### src/rtl/audio_pkg.sv
// audio_pkg: shared constants and types for the audio output path.
package audio_pkg;

  localparam int DEFAULT_SAMPLE_W = 16;

  typedef logic signed [DEFAULT_SAMPLE_W-1:0] sample_t;

  // I2S word-select values
  localparam logic LEFT  = 1'b0;
  localparam logic RIGHT = 1'b1;

endpackage

### src/rtl/sample_fifo.sv
// sample_fifo: synchronous FIFO for audio samples, async active-low reset.
// DEPTH must be a power of two so the pointers wrap naturally.
module sample_fifo
  import audio_pkg::*;
#(
  parameter int W     = DEFAULT_SAMPLE_W,
  parameter int DEPTH = 4
) (
  input  logic                     clk,
  input  logic                     rst_n,
  input  logic                     push_i,
  input  logic [W-1:0]             data_i,
  input  logic                     pop_i,
  output logic [W-1:0]             data_o,
  output logic                     full_o,
  output logic                     empty_o,
  output logic [$clog2(DEPTH):0]   level_o
);

  localparam int AW = $clog2(DEPTH);
  localparam logic [AW:0] LVL_FULL = (AW+1)'(DEPTH);

  logic [W-1:0]  mem_q [DEPTH];
  logic [AW-1:0] wr_ptr_q, rd_ptr_q;
  logic [AW:0]   level_q, level_d;

  // Sample storage carries no reset; occupancy is tracked by level_q.
  always_ff @(posedge clk) begin
    if (push_i) mem_q[wr_ptr_q] <= data_i;
  end

  // Occupancy changes only when exactly one of push/pop happens.
  always_comb begin
    level_d = level_q;
    case ({push_i, pop_i})
      2'b10:   level_d = level_q + 1'b1;
      2'b01:   level_d = level_q - 1'b1;
      default: level_d = level_q;
    endcase
  end

  // Pointer and level registers.
  always_ff @(posedge clk or negedge rst_n) begin
    if (!rst_n) begin
      wr_ptr_q <= '0;
      rd_ptr_q <= '0;
      level_q  <= '0;
    end else begin
      if (push_i) wr_ptr_q <= wr_ptr_q + 1'b1;
      if (pop_i)  rd_ptr_q <= rd_ptr_q + 1'b1;
      level_q <= level_d;
    end
  end

  assign data_o  = mem_q[rd_ptr_q];
  assign full_o  = (level_q == LVL_FULL);
  assign empty_o = (level_q == '0);
  assign level_o = level_q;

endmodule

### src/rtl/audio_i2s_tx.sv
// audio_i2s_tx: buffers mono samples and serialises each one into both the
// left and right slots of an I2S frame (BCLK / LRCLK / SDATA).
// Build option AUDIO_I2S_UNDERRUN_HOLD_EN: on underrun repeat the last popped
// sample instead of sending silence.
module audio_i2s_tx
  import audio_pkg::*;
#(
  parameter int SAMPLE_W   = DEFAULT_SAMPLE_W,
  parameter int BCLK_DIV   = 16,
  parameter int FIFO_DEPTH = 4
) (
  input  logic                         clk,
  input  logic                         reset,
  input  logic [SAMPLE_W-1:0]          s_data,
  input  logic                         s_valid,
  output logic                         s_ready,
  output logic                         bclk,
  output logic                         lrclk,
  output logic                         sdata,
  output logic                         underrun,
  output logic [$clog2(FIFO_DEPTH):0]  fifo_level
);

  localparam int FW  = 2 * SAMPLE_W;
  localparam int BCW = $clog2(FW);
  localparam int DW  = (BCLK_DIV > 1) ? $clog2(BCLK_DIV) : 1;
  localparam logic [DW-1:0]  DIV_TC    = DW'(BCLK_DIV - 1);
  localparam logic [BCW-1:0] BC_LAST   = BCW'(FW - 1);
  localparam logic [BCW-1:0] BC_RSTART = BCW'(SAMPLE_W);

  logic [DW-1:0]  div_q, div_d;
  logic           bclk_q, bclk_d;
  logic [BCW-1:0] bc_q, bc_d;
  logic           lrclk_q, lrclk_d;
  logic [FW-1:0]  sr_q, sr_d;
  logic           underrun_q, underrun_d;
`ifdef AUDIO_I2S_UNDERRUN_HOLD_EN
  logic [SAMPLE_W-1:0] last_q, last_d;
`endif

  logic                div_tc, fall_ev, load_ev;
  logic                push, pop;
  logic                fifo_full, fifo_empty;
  logic [SAMPLE_W-1:0] fifo_dout;

  assign div_tc  = (div_q == DIV_TC);
  assign fall_ev = div_tc && bclk_q;
  // Frame load happens on the fall event that moves bc from 0 to 1.
  assign load_ev = fall_ev && (bc_q == '0);
  assign push    = s_valid && s_ready;
  // The empty check uses the registered level, so a same-edge push is never bypassed.
  assign pop     = load_ev && !fifo_empty;

  sample_fifo #(
    .W     (SAMPLE_W),
    .DEPTH (FIFO_DEPTH)
  ) u_fifo (
    .clk     (clk),
    .rst_n   (reset),
    .push_i  (push),
    .data_i  (s_data),
    .pop_i   (pop),
    .data_o  (fifo_dout),
    .full_o  (fifo_full),
    .empty_o (fifo_empty),
    .level_o (fifo_level)
  );

  // Next-state for divider, bit counter, word select and shift register.
  always_comb begin
    div_d      = div_tc ? '0 : div_q + 1'b1;
    bclk_d     = div_tc ? ~bclk_q : bclk_q;
    bc_d       = bc_q;
    lrclk_d    = lrclk_q;
    sr_d       = sr_q;
    underrun_d = 1'b0;
`ifdef AUDIO_I2S_UNDERRUN_HOLD_EN
    last_d     = last_q;
`endif
    if (fall_ev) begin
      bc_d    = (bc_q == BC_LAST) ? '0 : bc_q + 1'b1;
      lrclk_d = (bc_d >= BC_RSTART) ? RIGHT : LEFT;
      if (load_ev) begin
        if (!fifo_empty) begin
          sr_d = {fifo_dout, fifo_dout};
`ifdef AUDIO_I2S_UNDERRUN_HOLD_EN
          last_d = fifo_dout;
`endif
        end else begin
          underrun_d = 1'b1;
`ifdef AUDIO_I2S_UNDERRUN_HOLD_EN
          sr_d = {last_q, last_q};
`else
          sr_d = '0;
`endif
        end
      end else begin
        sr_d = {sr_q[FW-2:0], 1'b0};
      end
    end
  end

  // State registers; reset aborts any frame in progress.
  always_ff @(posedge clk or negedge reset) begin
    if (!reset) begin
      div_q      <= '0;
      bclk_q     <= 1'b0;
      bc_q       <= '0;
      lrclk_q    <= LEFT;
      sr_q       <= '0;
      underrun_q <= 1'b0;
`ifdef AUDIO_I2S_UNDERRUN_HOLD_EN
      last_q     <= '0;
`endif
    end else begin
      div_q      <= div_d;
      bclk_q     <= bclk_d;
      bc_q       <= bc_d;
      lrclk_q    <= lrclk_d;
      sr_q       <= sr_d;
      underrun_q <= underrun_d;
`ifdef AUDIO_I2S_UNDERRUN_HOLD_EN
      last_q     <= last_d;
`endif
    end
  end

  assign s_ready  = !fifo_full;
  assign bclk     = bclk_q;
  assign lrclk    = lrclk_q;
  assign sdata    = sr_q[FW-1];
  assign underrun = underrun_q;

endmodule

### config.mk
export PLATFORM = sky130hd
export DESIGN_NAME = audio_i2s_tx
export DESIGN_NICKNAME = d
export VERILOG_FILES = /design/src/rtl/audio_pkg.sv /design/src/rtl/sample_fifo.sv /design/src/rtl/audio_i2s_tx.sv
export SDC_FILE = /design/constraint.sdc
export NUM_CORES = 1
export LEC_CHECK = 0
export BUFFER_PORTS_ARGS = -buffer_cell sky130_fd_sc_hd__buf_2
export CAP_MARGIN = 20
export CORE_ASPECT_RATIO = 1.4
export CORE_MARGIN = 4
export CORE_UTILIZATION = 30
export DETAILED_ROUTE_END_ITERATION = 6
export SLEW_MARGIN = 20
export SYNTH_ARGS = -nofsm -noshare
export SYNTH_HDL_FRONTEND = slang
export SYNTH_SLANG_ARGS = --single-unit
export TNS_END_PERCENT = 20
### constraint.sdc
create_clock -name clk -period 5.7 [get_ports clk]
set_clock_uncertainty 0.05 [all_clocks]
set_input_delay 1.14 -clock clk [delete_from_list [all_inputs] [get_ports clk]]
set_output_delay 1.14 -clock clk [all_outputs]
set_load 0.01 [all_outputs]
* After elaboration in Yosys (flattened, before gate mapping)
Memory sizes are Yosys's and may differ from the RTL's. Cells that the tools add are included.
Word-level totals: register bits 51, bits in writable memories 64, input bits 19, output and inout bits 8, logic and storage cells 43, memories kept 1
Memories:
- u_fifo.mem_q | words 4, bits a word 16, rd ports 1, clocked after memory_dff 0, wr ports 1, line sample_fifo.sv:23 | logic [W-1:0] mem_q [DEPTH];
Operators by class: $add $sub $neg 6, magnitude comparators 1, equality and inequality tests 5, mux-type cells 11, bitwise operators 1, reductions and logical operators 9
Operator list (number):
- 2-to-1 mux 32 bit | 2
- 2-to-1 mux 1 bit | 6
- case mux 3 bit (2 select lines) | 1
- adder 5 x 1 -> 5 bit (second input constant) | 1
- equality test 5 bit (second input constant) | 1
- >= comparator 5 bit (second input constant) | 1
- zero test 5 bit | 1
- 2-to-1 mux 5 bit | 1
- adder 2 x 1 -> 2 bit (second input constant) | 2
- adder 4 x 1 -> 4 bit (second input constant) | 1
- equality test 4 bit (second input constant) | 1
- logical AND 1 bit | 4
- 2-to-1 mux 4 bit | 1
- adder 3 x 1 -> 3 bit (second input constant) | 1
- equality test 3 bit (second input constant) | 1
- zero test 3 bit | 1
- subtractor 3 x 1 -> 3 bit (second input constant) | 1
- equality test 2 x 1 -> 1 bit (second input constant) | 1
- equality test 2 bit (second input constant) | 1
- zero test 1 bit | 2
- nonzero test 2 bit | 1
- inverter 1 bit | 1

* Depth between registers and ports, before layout
Gate-level depths: netlist (run 1).
word-level depth 6, gate-level depth with buffers 10, mapped depth without buffers 10

* Cells and area by module
From an unflattened synthesis (run 1), not the netlist that was laid out.
Second synthesis, totals: cells, all modules 324, area total of the unflattened synthesis 4913.5 um2
By module, submodules not included:
- sample_fifo | instances 1, cells each 120, area an instance 2748.9 um2, sequential area each 2097.0 um2
- audio_i2s_tx | instances 1, cells each 204, area an instance 2164.6 um2, sequential area each 1076.0 um2

* Worst setup path before layout (run 1)
Ideal clock, no wire load.
kind input-to-reg, start input s_valid, end register u_fifo.level_q[2], in the netlist u_fifo.level_o[2], setup time 0.079 ns, arrival time 2.307 ns, data required time 5.571 ns, path slack 3.264 ns, stages 8, path buffers 0, path through and2_1 inv_1 ha_1 inv_1 fa_1 xor2_1 nor2_1 xor2_1
On the way: cells in the longest elaborated chain, start to end 3, elaborated cells between the ends (all ways) 5, those cells by class eq/ne (2); mux (1); reduce/logical (2)
Ends and longest elaborated chain:
- from (decl) | line audio_i2s_tx.sv:15 | input logic s_valid,
- logical AND 1 bit (*) | line audio_i2s_tx.sv:50 | assign push = s_valid && s_ready;
- equality test 2 x 1 -> 1 bit or equality test 2 bit (tied branches) | line sample_fifo.sv:35 | case ({push_i, pop_i})
- case mux 3 bit (2 select lines) or nonzero test 2 bit (tied branches)
- to (signal assigned) | line sample_fifo.sv:51 | level_q <= level_d;
- to (decl) | line sample_fifo.sv:25 | logic [AW:0] level_q, level_d;
Every way passes the cells marked *; elsewhere a longest branch is shown, timed or not. A chain may end at the register's enable or synchronous reset.

* Worst setup path in the final report (run 1)
start register bc_q[0], end register u_fifo.level_q[2], in the netlist u_fifo.level_o[2]
On the way: cells in the longest elaborated chain, start to end 5, elaborated cells between the ends (all ways) 7, those cells by class eq/ne (2); mux (1); reduce/logical (4)
Ends and longest elaborated chain:
- from (decl) | line audio_i2s_tx.sv:33 | logic [BCW-1:0] bc_q, bc_d;
- from (signal assigned) | line audio_i2s_tx.sv:108 | bc_q <= '0;
- from (signal assigned) | line audio_i2s_tx.sv:118 | bc_q <= bc_d;
- zero test 5 bit (*) | line audio_i2s_tx.sv:49 | assign load_ev = fall_ev && (bc_q == '0);
- logical AND 1 bit (*) | line audio_i2s_tx.sv:49
- logical AND 1 bit (*) | line audio_i2s_tx.sv:52 | assign pop = load_ev && !fifo_empty;
- named net pop | line audio_i2s_tx.sv:42 | logic push, pop;
- equality test 2 x 1 -> 1 bit or equality test 2 bit (tied branches) | line sample_fifo.sv:35
- case mux 3 bit (2 select lines) or nonzero test 2 bit (tied branches)
Mark *: on every way through the listed nets, which the timed path passes. The rest lies on a longest branch.

==> results.txt, run 1 <==
The die extent in y is about 160 um. The leakage dissipation is about 2.1 nW. The biggest area contributor in the post-synthesis netlist is edfxtp_1.

The clock-pin slew on the worst setup and hold paths came out at ~0.05 ns. In the final layout, the multi-input gates occupy around 1400 um2. STA classifies the critical path startpoint as a flip-flop. Ranked by total cell area, the synthesized netlist is headed by edfxtp_1 (40%), dfrtp_1 (26%), mux4_2 (7.5%). The number of cells traversed by the worst hold path is 1. The CTS tree is done. The post-layout worst setup margin is 2.76 ns. The max-capacitance violation count came out at 0. The number of nets still failing antenna checks after routing is 0. The pre-CTS setup slack is about 2.7 ns.

The maximum clock insertion buffer count is 2. The proportion of synthesized chip area in sequential cells came out at 66.0%. Setup repair after global routing left no endpoint under its margin. Cells with a size suffix above 1 make up 28.6% of the layout.

The worst register-to-register path ends at u_fifo.level_o[2]$_DFFE_PN0P_. The power per cell area came out at between 400 and 500 nW/um2. The flow ran to the end, and the final reports show no timing, DRC or antenna violations. The number of I/O pins is 27. At the later pin of the worst-skew pair, clock insertion delay measures 0.41 ns. Counting flops and latches in the post-synthesis netlist gives around 110. CTS saw about 110 sinks. For this configuration, the core starts out at a cell density of roughly 30%. The chip width is roughly 110 um. Buffers inserted during clock tree synthesis total 17. The class of the tightest hold or removal check is reg -> reg. The post-synth net total is around 360. The arrival time at the worst endpoint is about 3.2 ns.

The startpoint of the lowest-slack register-to-register path is bc_q[0]$_DFFE_PN0P_. The slew at the pin closest to its max-slew limit came out at between 0.9 and 1 ns. The post-synthesis instance area came out at approximately 4800 um2. The number of detailed-routing iterations run before antenna repair came out at 4. Summed over all failing endpoints, the final setup total negative slack is 0 ns.

The total of cells resized after clock tree synthesis came out at 0. The category of the critical setup timing path is reg -> reg. After filler insertion, the fill cell instance count of the layout stands at between 1500 and 2000. The number of design-rule violations left by the first detailed-router iteration came out at 189.

The synthesized instance count came out at 329. The ratio of routed vias to standard cells is 4.78. The library cell used most frequently in the layout, excluding fill and tap cells, is edfxtp_1.

The hold violation count in the final report was 0. Leaving out fill and tap cells, the most frequent cells in the layout are edfxtp_1 (64), dfrtp_1 (50), a21oi_1 (34). After layout, the minimum clock period comes to between 2 and 3 ns.

For hold timing, the worst endpoint is div_q[0]$_DFF_PN0_. The post-layout utilization of the core is 36.0%. The HPWL after detailed placement came out at about 5500 um. The hold-fix buffer count after cts is 0. The number of unique standard cell types used by synthesis came out at 32.

The floorplan has 54 rows. The initial antenna violation count came out at 0. STA classifies the critical path endpoint as a flip-flop. The layout-stage area growth over the synthesis result is 17.5%. The area of the die came out at between 15000 and 20000 um2. The headroom to the max-slew limit is a little over a third. The vias after detailed routing is ~2700. The routed length per instance came out at ~15 um. The final net count is between 300 and 400. The placeable core region is between 15000 and 20000 um2.

VDD sags by at most 0.206 mV. Setup violations remaining at the end of the flow were counted as 0. The via count of the first global-routing pass came to 2833. For this run, the top clock speed supported by timing is 340 MHz. The routed wire length is roughly 8600 um. The pin count of the biggest net entering global routing is 39. The diode insertion count for antenna repair is 0. The top cell type's share of synthesized area is 40.0%.

After clock tree synthesis, the setup repair step added 0 buffers. The cell count of the worst reg-to-reg path came out at 10. The sequential cell area in the final layout is approximately 3200 um2. The first global-routing pass estimated about 14000 um of wire.

After detailed routing, the number of remaining DRC violations is 0. The cell chosen for the clock root is clkbuf_16. The final total power came out at around 0.0026 W.

The startpoint identified for the worst hold timing path is div_q[0]$_DFF_PN0_. The worst setup slack for register-to-register paths is roughly 2.8 ns. The post-route clock period utilization came out at 51.6%. The total global routing overflow came out at 0.

Global routing consumed, over all layers together, between 10% and 20% of the routing resources. The post-synthesis average cell area came out at about 15 um2. At the worst endpoint, the required time is 5.98 ns.

The global placer's final weighted congestion is just under 0.7. The number of levels in the clock H-tree is 4. The critical-path maximum fanout is 18. The max-slew violation count came out at 0. The number of port buffers is 26. For this run, the number of Yosys warnings is 0.
## synthesized netlist by cell type (all sizes together)
cell / number
a21oi: 63
a31oi: 2
and2: 1
and3: 6
and4: 1
buf: 18
clkbuf: 2
dfrtp: 50
edfxtp: 64
fa: 1
ha: 9
inv: 9
mux2: 1
mux4: 16
nand2: 7
nand2b: 2
nand3: 19
nand4: 2
nor2: 33
nor3: 1
nor4b: 1
o21ai: 9
o31ai: 1
or3: 1
or3b: 1
or4b: 1
xnor2: 4
xor2: 4
## stage by stage
step	cell area, um2	hold slack [ns]	instances
finish	5650	0.447	567
global route	5650	0.476	567
CTS	5640	0.453	567
detailed placement	5070	0.424	535
global placement	5050	0.412	534
floorplan	4810	0.399	329
## worst max-delay path, stage by stage (launching register included)
cell,delay (ns)
dfrtp_1,0.42
inv_1,0.08
ha_1,0.17
nor4b_4,0.80
and3_1,0.31
ha_1,0.19
inv_1,0.06
fa_1,0.37
xor2_1,0.15
nor2_1,0.11
xor2_1,0.15
## layer usage
| layer | vias to the layer above | part of all wire [%] | wire, um | track usage, % |
|---|---|---|---|---|
| met3 | 17 | 3.0 | 261 | 3.33 |
| met5 | - | 0 | 0 | 0 |
| li1 | 1270 | - | - | - |
| met4 | 0 | 2.3 | 195 | 4.92 |
| met1 | 1376 | 41 | 3570 | 11.8 |
| met2 | 45 | 53 | 4600 | 17.6 |
## how the worst max path moves through the flow
stage                     slack (ns)           startpoint  cells past startpoint                             to
after CTS                       2.75  bc_q[0]$_DFFE_PN0P_                     10  u_fifo.level_o[2]$_DFFE_PN0P_
after global routing            2.43  bc_q[0]$_DFFE_PN0P_                     10  u_fifo.level_o[2]$_DFFE_PN0P_
after detailed placement        2.74  bc_q[0]$_DFFE_PN0P_                     10  u_fifo.level_o[2]$_DFFE_PN0P_
final                           2.76  bc_q[0]$_DFFE_PN0P_                     10  u_fifo.level_o[2]$_DFFE_PN0P_
after floorplan                 3.26              s_valid                      8  u_fifo.level_o[2]$_DFFE_PN0P_
after global placement          2.84  bc_q[0]$_DFFE_PN0P_                     10  u_fifo.level_o[2]$_DFFE_PN0P_
## report_power, final
group	leakage (nW)	switching, W	total (W)	internal (W)
sequential	1.20	0.0000931	0.00118	0.00108
clock	0.279	0.000350	0.00102	0.000674
combinational	0.625	0.000233	0.000415	0.000182
total	2.10	0.000676	0.00262	0.00194
## sequential cells by signal, summed over array words and instances (netlist names)
name	flops
sr_q	32
u_fifo.mem_q	64
u_fifo.wr_ptr_q	2
div_q	4
u_fifo.rd_ptr_q	2
underrun	1
bclk	1
bc_q	5
u_fifo.level_o	3
## layout make-up
type,count,area share [%]
timing repair buffer,30,3.06
tap,196,4.34
clock buffer,18,7.60
sequential,114,56.2
multi-input combinational,186,25.7
inverter,9,0.598
clock inverter,14,2.57
## cell families after synthesis
logic type,after synthesis,share of synthesized area (%)
and+or+nand+nor,76,7.94
DFF,114,66.0
buffers and inverters,29,3.91
muxes,17,7.73
adders and majority gates,10,2.76
xor gates and xnor gates,8,1.46
AOI/OAI and AO/OA,75,10.2
No activity file was read; power rests on OpenSTA's default activity.
==> inputs of run 2 (changes only) <==
- ABC_AREA: unset -> 1
- clock period: 5.7 -> 2.5 ns (I/O delays scaled with it)
==> run 2 against run 1 <==
  * Core utilization up 0.82 points
  * First-iteration DRC count up 1.6%
  * Clock power up 150%
  * Global-route usage is 0.94 points higher
  * Synthesized area is 4.8% higher
  * Combinational power is 48% higher
  * Critical path depth grew 4
  * Cell count is 33% higher
  * Wire length is 19% higher
  * Critical path type unchanged
==> results.txt, run 2 <==
The final total power came out at 0.00545 W. For this run, design rule violations remaining after detail routing come to 0. The total area of multi-input combinational cells came out at ~1400 um2. The most area-hungry cell type in the Yosys netlist is edfxtp_1. The portion of total power attributed to combinational logic is ~11%. The starting density of the core came out at a little over 30%. TritonCTS built the clock tree. Dividing the detail-routed wire length by the instance count gives 13.5 um. Data on the critical path is required at its endpoint by ~2.7 ns. The chip width came out at 118 um. The flow ran to the end, and the final reports show no timing, DRC or antenna violations. Once detailed placement completed, the half-perimeter wirelength came to between 6000 and 7000 um. The global placer's final weighted congestion came out at between 0.7 and 0.8. At the worst endpoint, the arrival time is 2.55 ns. The number of antenna diodes in the final layout is 0. The final setup violation count is 0. The slew at the pin closest to its max-slew limit came out at between 0.6 and 0.7 ns. The most critical setup path has its startpoint at bc_q[0]$_DFFE_PN0P_. The power per cell area is roughly 900 nW/um2. The worst-case IR drop observed on VDD is 0.371 mV.

The register bit count reported by yosys is between 100 and 150. The clock passes through at most 2 buffers. The via count of the first global-routing pass is 3614.

The leakage dissipation came out at between 2 and 3 nW. The proportion of power drawn by the clock network is between 40% and 50%. By count the netlist is led by nand2_1 (93), inv_1 (86), a21oi_1 (65).

The number of unique standard cell types used by synthesis is 21. The placeable core region is ~16000 um2. The synthesized design devotes to its leading area cell type a little under two fifths of total area. The hold violation count in the final report is 0. The vias after detailed routing came out at 3468. STA classifies the critical path startpoint as a flip-flop.

The area of the die is between 15000 and 20000 um2. For this run, the top clock speed supported by timing is between 400 and 500 MHz. The async set-or-reset flop fraction in the synthesized netlist came out at a little over two fifths. The internal portion of the total power is around 0.004 W.

The number of port buffers came out at 26. The worst pin sits at a relative slew slack of between 50% and 60%. The proportion of synthesized chip area in sequential cells is roughly 63%. The clock latency on the worst-skew pair is 0.41 ns. The routed wire length is a little over 10000 um. The worst setup slack for register-to-register paths is 0.18 ns. The number of levels in the clock H-tree is 4. Leaving out fill and tap cells, the most frequent cell in the layout is nand2_1. The post-route netlist has between 10 and 15% of its cells at a drive strength greater than 1. The commonest register cell after synthesis is edfxtp_1. The global-route wire length before repair came out at around 17000 um.

The cell area that synthesis handed to floorplanning was 5040 um2. The synthesized instance count came out at 508. The max-slew violation count is 0. The post-synth net total came out at about 540. The post-CTS repair timing setup buffer count is 0.

The row count came out at 55. The register with the most flip-flops in the layout has 64 of them. After layout, the worst path uses just over 90% of the clock period.

The sequential cell area in the final layout came out at about 3200 um2. The worst register-to-register path has a depth of 14. The tightest min-delay check is of the in -> reg type. The tree built by TritonCTS fans out to between 100 and 150 sinks. Global routing finished with a remaining overflow of 0. Net switching is between 20% and 30% of the power. Global routing consumed, over all layers together, a little under an eighth of the routing resources. The max-capacitance violation count is 0.

By area the synthesized netlist is led by edfxtp_1 (38%), dfrtp_1 (25%), nand2_1 (6.9%). In the post-synthesis netlist, the cell with the most instances is nand2_1. The endpoint of the worst register-to-register path is u_fifo.level_o[2]$_DFFE_PN0P_. The worst setup path is captured at a flip-flop.

The layout-stage area growth over the synthesis result is 19.3%. The post-layout minimum cycle time is around 2.3 ns. In this run the count of I/O pins placed on the die edge is 27.

The total negative slack for setup checks is 0 ns. The die extent in y is between 150 and 200 um. The worst setup path is of the reg -> reg kind. In the routed layout, each cell is associated on average with a via count of approximately 4.6. The share of total power dissipated in sequential elements is around 43%. The number of synthesized flops with an enable pin is 64. The net count of the finished layout is 573. The critical-path maximum fanout is 4. The first detailed-routing pass took 4 iterations. The net switching power figure is 0.00135 W. Entering global routing, the biggest net connects 40 pins. The post-synthesis average cell area came out at around 10 um2. Setup repair after global routing left no endpoint under its margin. The cell chosen for the clock root is clkbuf_16.

Leaving out fill and tap cells, the most frequent cells in the layout are nand2_1 (91), inv_1 (86), a21oi_1 (65). After filler insertion, the fill cell instance count of the layout stands at approximately 1500. The number of design-rule violations left by the first detailed-router iteration is 192. The worst register-to-register path begins at bc_q[0]$_DFFE_PN0P_. The count of nets left with antenna violations once routing finished came out at 0. Counting the buffers created by CTS gives 17. The register with the most flip-flops is u_fifo.mem_q. Yosys printed 0 warnings. The initial antenna violation count came to 0. The startpoint identified for the worst hold timing path is s_data[8]. The largest registers in the layout are u_fifo.mem_q (64), sr_q (32), bc_q (5). The most critical setup path has its endpoint at u_fifo.level_o[2]$_DFFE_PN0P_. The clock-pin slew on the worst setup and hold paths is ~0.060 ns.
==> run 2: cell types whose count changed after synthesis, sizes merged, moves of 2 or more <==
| cell | previous run | this run |
|---|---|---|
| inv | 9 | 87 |
| and3 | 6 | 0 |
| nand2 | 7 | 93 |
| a21oi | 63 | 65 |
| nand3 | 19 | 55 |
| mux4 | 16 | 0 |
| o21ai | 9 | 6 |
| nor2 | 33 | 42 |
| clkbuf | 2 | 4 |
| nand2b | 2 | 0 |
| nor3 | 1 | 6 |
| a31oi | 2 | 0 |
==> run 2: per-stage QoR <==
stage / utilization, % / worst slack (ns) / std cells / area, um2 / hold slack, ns
4_1_cts: 36.8 / 0.0988 / 756 / 6000 / 0.240
3_5_place_dp: 33.0 / 0.106 / 723 / 5380 / 0.418
6_report: 36.8 / 0.177 / 756 / 6010 / 0.257
3_3_place_gp: 33.0 / 0.178 / 723 / 5380 / 0.406
5_1_grt: 36.8 / 0.0445 / 756 / 6010 / 0.249
2_1_floorplan: - / 0.179 / 508 / 5040 / 0.154
==> run 2: layout make-up <==
type / instances / area share, %
flip-flops and latches: 114 / 52.8
repair buffers: 39 / 3.83
well taps: 199 / 4.14
clock inverters: 15 / 3.19
clock buffers: 17 / 7.08
inverters: 87 / 5.43
multi-input cells: 285 / 23.5
==> run 2: layer usage <==
metal	part of all wire [%]	track usage (%)	vias up
met4	3.0	7.04	0
li1	-	-	1713
met5	0	0	-
met2	53	20.2	63
met3	2.8	2.45	25
met1	41	12.2	1667
==> run 2: power groups by stage <==
stage	registers (W)	clock network, W	logic [W]
after floorplan	0.00237	0	0.000362
after global placement	0.00236	0	0.000587
after detailed placement	0.00237	0	0.000625
after CTS	0.00234	0.00253	0.000632
after global routing	0.00236	0.00262	0.000707
final	0.00234	0.00250	0.000613
==> run 2: worst max-delay path: stages (launching register included) <==
cell and delay, ns:
dfrtp_1 0.39, inv_1 0.10, ha_1 0.15, inv_1 0.03, nor2_1 0.11, nand2_2 0.11, nor2_8 0.12, nand2_2 0.08
inv_1 0.06, ha_1 0.13, inv_1 0.07, fa_1 0.39, a21oi_1 0.14, o21ai_0 0.11, xor2_1 0.16
==> run 2: timing repair <==
action	in CTS	in global routing
endpoints found under the setup margin	0	1
resized for setup	0	2
hold endpoints to repair	18	0
hold buffers	1	0
==> run 2: how the worst min path moves through the flow <==
stage                                    endpoint  slack [ns]  cells past startpoint
detailed placement  u_fifo.level_o[1]$_DFFE_PN0P_        0.42                      1
global placement    u_fifo.level_o[0]$_DFFE_PN0P_        0.41                      1
floorplan                     bc_q[0]$_DFFE_PN0P_        0.15                      0
global route         u_fifo.mem_q[1][8]$_DFFE_PP_        0.25                      1
finish               u_fifo.mem_q[1][8]$_DFFE_PP_        0.26                      1
CTS                  u_fifo.mem_q[1][8]$_DFFE_PP_        0.24                      1
==> run 2: kinds of logic after synthesis <==
| logic type | share of synthesized area (%) |
|---|---|
| fa+ha+maj | 2.63 |
| xor+xnor | 1.22 |
| flops | 63.0 |
| simple gates | 17.1 |
| compound gates | 7.06 |
| buf+inv | 9.02 |
==> inputs of run 3 (changes only) <==
- RECOVER_POWER: unset -> 50
==> run 3 against run 2 <==
  * Clock power about the same
  * Sequential share of layout area rose by 0.25 points
  * Cell count did not move
  * Flip-flop and latch count unchanged
  * Wire length increased by 0.44%
==> results.txt, run 3 (synthesis gave the netlist of run 2 again) <==
Summed over all layers, the global routing overflow is 0. The final instance area came out at between 5000 and 6000 um2. The arrival time at the worst endpoint came out at approximately 2.6 ns. The number of port buffers is 26. The slew at the pin closest to its max-slew limit is 1.07 ns. The headroom to the max-slew limit came out at ~29%. For the worst setup path, the data required time is roughly 2.7 ns. The pin count of the biggest net entering global routing is 40. By instance count, the cell type seen most on the critical path is inv_1. The routed wire length came out at approximately 10000 um. The ratio of routed vias to standard cells came out at ~4.6. At the end of the flow, the number of nets in the layout was about 570.

The clock-pin slew on the worst setup and hold paths is roughly 0.06 ns. The power per cell area came out at roughly 910 nW/um2. Once detailed placement completed, the half-perimeter wirelength came to between 6000 and 7000 um. The number of levels in the clock H-tree came out at 4. IR analysis of the VDD net gives a maximum drop of between 0.3 and 0.4 mV.

Counting flops per register, the top entry is u_fifo.mem_q. The leakage dissipation came out at about 2.6 nW. Along the worst path, the maximum fanout reaches 4. The initial antenna violation count came out at 0. Once the floorplan was initialized, standard cells occupied a little under a third of the core.

The via count of the first global-routing pass is around 3600. STA classifies the critical path startpoint as a flip-flop. The register with the most flip-flops in the layout has 64 of them. The pre-CTS setup slack is ~0.11 ns.

The largest single stage delay on the critical path is 0.39 ns. The maximum clock insertion buffer count came out at 2. The clock net sink count is between 100 and 150. The flow ran to the end, and the final reports show no timing, DRC or antenna violations.

The area of the die came out at about 19000 um2. The diode insertion count for antenna repair is 0. The post-layout minimum cycle time came out at about 2.3 ns. The post-route worst hold slack is between 0.3 and 0.4 ns.

In this run, the number of DRC markers left after iteration 0 of detailed routing was 200. The row count came out at 55. The largest registers in the layout are u_fifo.mem_q (64), sr_q (32), bc_q (5). In the routed design, unresolved DRC markers number 0.

The layout cell share with drive strength beyond 1 is about a tenth. From bottom edge to top edge, the die measures 161 um. The placeable core region is approximately 16000 um2. The class of the tightest hold or removal check is in -> reg. Leaving out fill and tap cells, the most frequent cell in the layout is nand2_1.

The max-capacitance violation count came out at 0. The max-slew violation count came out at 0. The total instance count after detailed placement is 723. The placed instances occupy a cell area of 5380 um2. STA classifies the critical path endpoint as a flip-flop. Setup repair after global routing left no endpoint under its margin.

After layout, the worst setup slack is 0.180 ns. The first global-routing pass estimated ~17000 um of wire. The total of fill cells in the finished design came out at roughly 1600. The number of nets still failing antenna checks after routing is 0. The top cell types in the final layout, fill and taps aside, are nand2_1 (91), inv_1 (86), a21oi_1 (65). The routed length per instance came out at approximately 14 um. The area growth from synthesis to layout is 18.8%. For the final routed database, the setup TNS stands at 0 ns. The vias after detailed routing is around 3500.

The critical path in this run is classified as reg -> reg. The slowest stage of the critical path belongs to the cell dfrtp_1. In this run the register-to-register setup slack is 0.18 ns. The number of I/O pins is 27. The die is ~120 um wide. The total track usage came out at between 10 and 15%.

The critical path goes through inv_1 -> ha_1 -> inv_1 -> nor2_1 -> nand2_2 -> nor2_8 -> nand2_2 -> inv_1 -> ha_1 -> inv_1 -> fa_1 -> a21oi_1 -> o21ai_0 -> xor2_1. Setup violations remaining at the end of the flow were counted as 0. The final standard cell count with taps included and fillers excluded is 756.

The first detailed-routing pass ran for 4 iterations. The number of CTS-inserted buffers came out at 17. The later pin in the worst-skew pair is clocked with a latency of about 0.4 ns. The timing-limited maximum frequency came out at roughly 430 MHz. TritonCTS built the clock tree. The global placer's final weighted congestion is ~0.77.

The hold violation count in the final report came out at 0. The tree is rooted in a clkbuf_16. The post-route clock period utilization came out at 92.8%.
==> run 3: worst paths after layout <==
kind,to,cells after the start,startpoint
setup / recovery,u_fifo.level_o[2]$_DFFE_PN0P_,14,bc_q[0]$_DFFE_PN0P_
hold reg to reg,sr_q[0]$_DFFE_PN0P_,2,sr_q[0]$_DFFE_PN0P_
setup reg to reg,u_fifo.level_o[2]$_DFFE_PN0P_,14,bc_q[0]$_DFFE_PN0P_
min in group asynchronous,div_q[2]$_DFF_PN0_,2,reset
max in group asynchronous,sr_q[2]$_DFFE_PN0P_,3,reset
hold / removal,u_fifo.mem_q[1][8]$_DFFE_PP_,1,s_data[8]
==> run 3: cell type report <==
| cell class | count | area, um2 | share of cell area [%] |
|---|---|---|---|
| sequential | 114 | 3170 | 53.1 |
| multi-input combinational | 285 | 1410 | 23.6 |
| clock buffer | 17 | 425 | 7.11 |
| inverter | 87 | 327 | 5.46 |
| tap | 199 | 249 | 4.16 |
| timing repair buffer | 39 | 201 | 3.37 |
| clock inverter | 15 | 191 | 3.20 |
==> run 3: power by group <==
group / internal, W / switching [W]
registers: 0.00226 / 0.0000792
clock network: 0.00166 / 0.000842
logic: 0.000175 / 0.000429
==> run 3: critical path: cells and delay by family, from the launching register on <==
kind            cells  cell delay, ns
compound gates      2            0.25
flops               1            0.39
fa+ha+maj           3            0.67
simple gates        4            0.42
buf+inv             4            0.26
xor+xnor            1            0.16
==> run 3: what timing repair did <==
item	in CTS	in global routing
endpoints found under the setup margin	0	1
hold buffers	1	0
resized for setup	0	2
endpoints found under the hold margin	18	0
setup buffers	0	0
==> run 3: routing by layer <==
layer / wire (um) / vias up / track usage, %
li1: - / 1714 / -
met1: 4230 / 1676 / 12.2
met2: 5460 / 49 / 20.2
met3: 275 / 27 / 2.45
met4: 301 / 0 / 7.04
met5: 0 / - / 0
==> run 3: stage by stage <==
step	utilization (%)	power (W)
floorplan	-	0.00273
global placement	33.0	0.00295
detailed placement	33.0	0.00300
CTS	36.8	0.00550
global route	36.7	0.00568
finish	36.7	0.00544
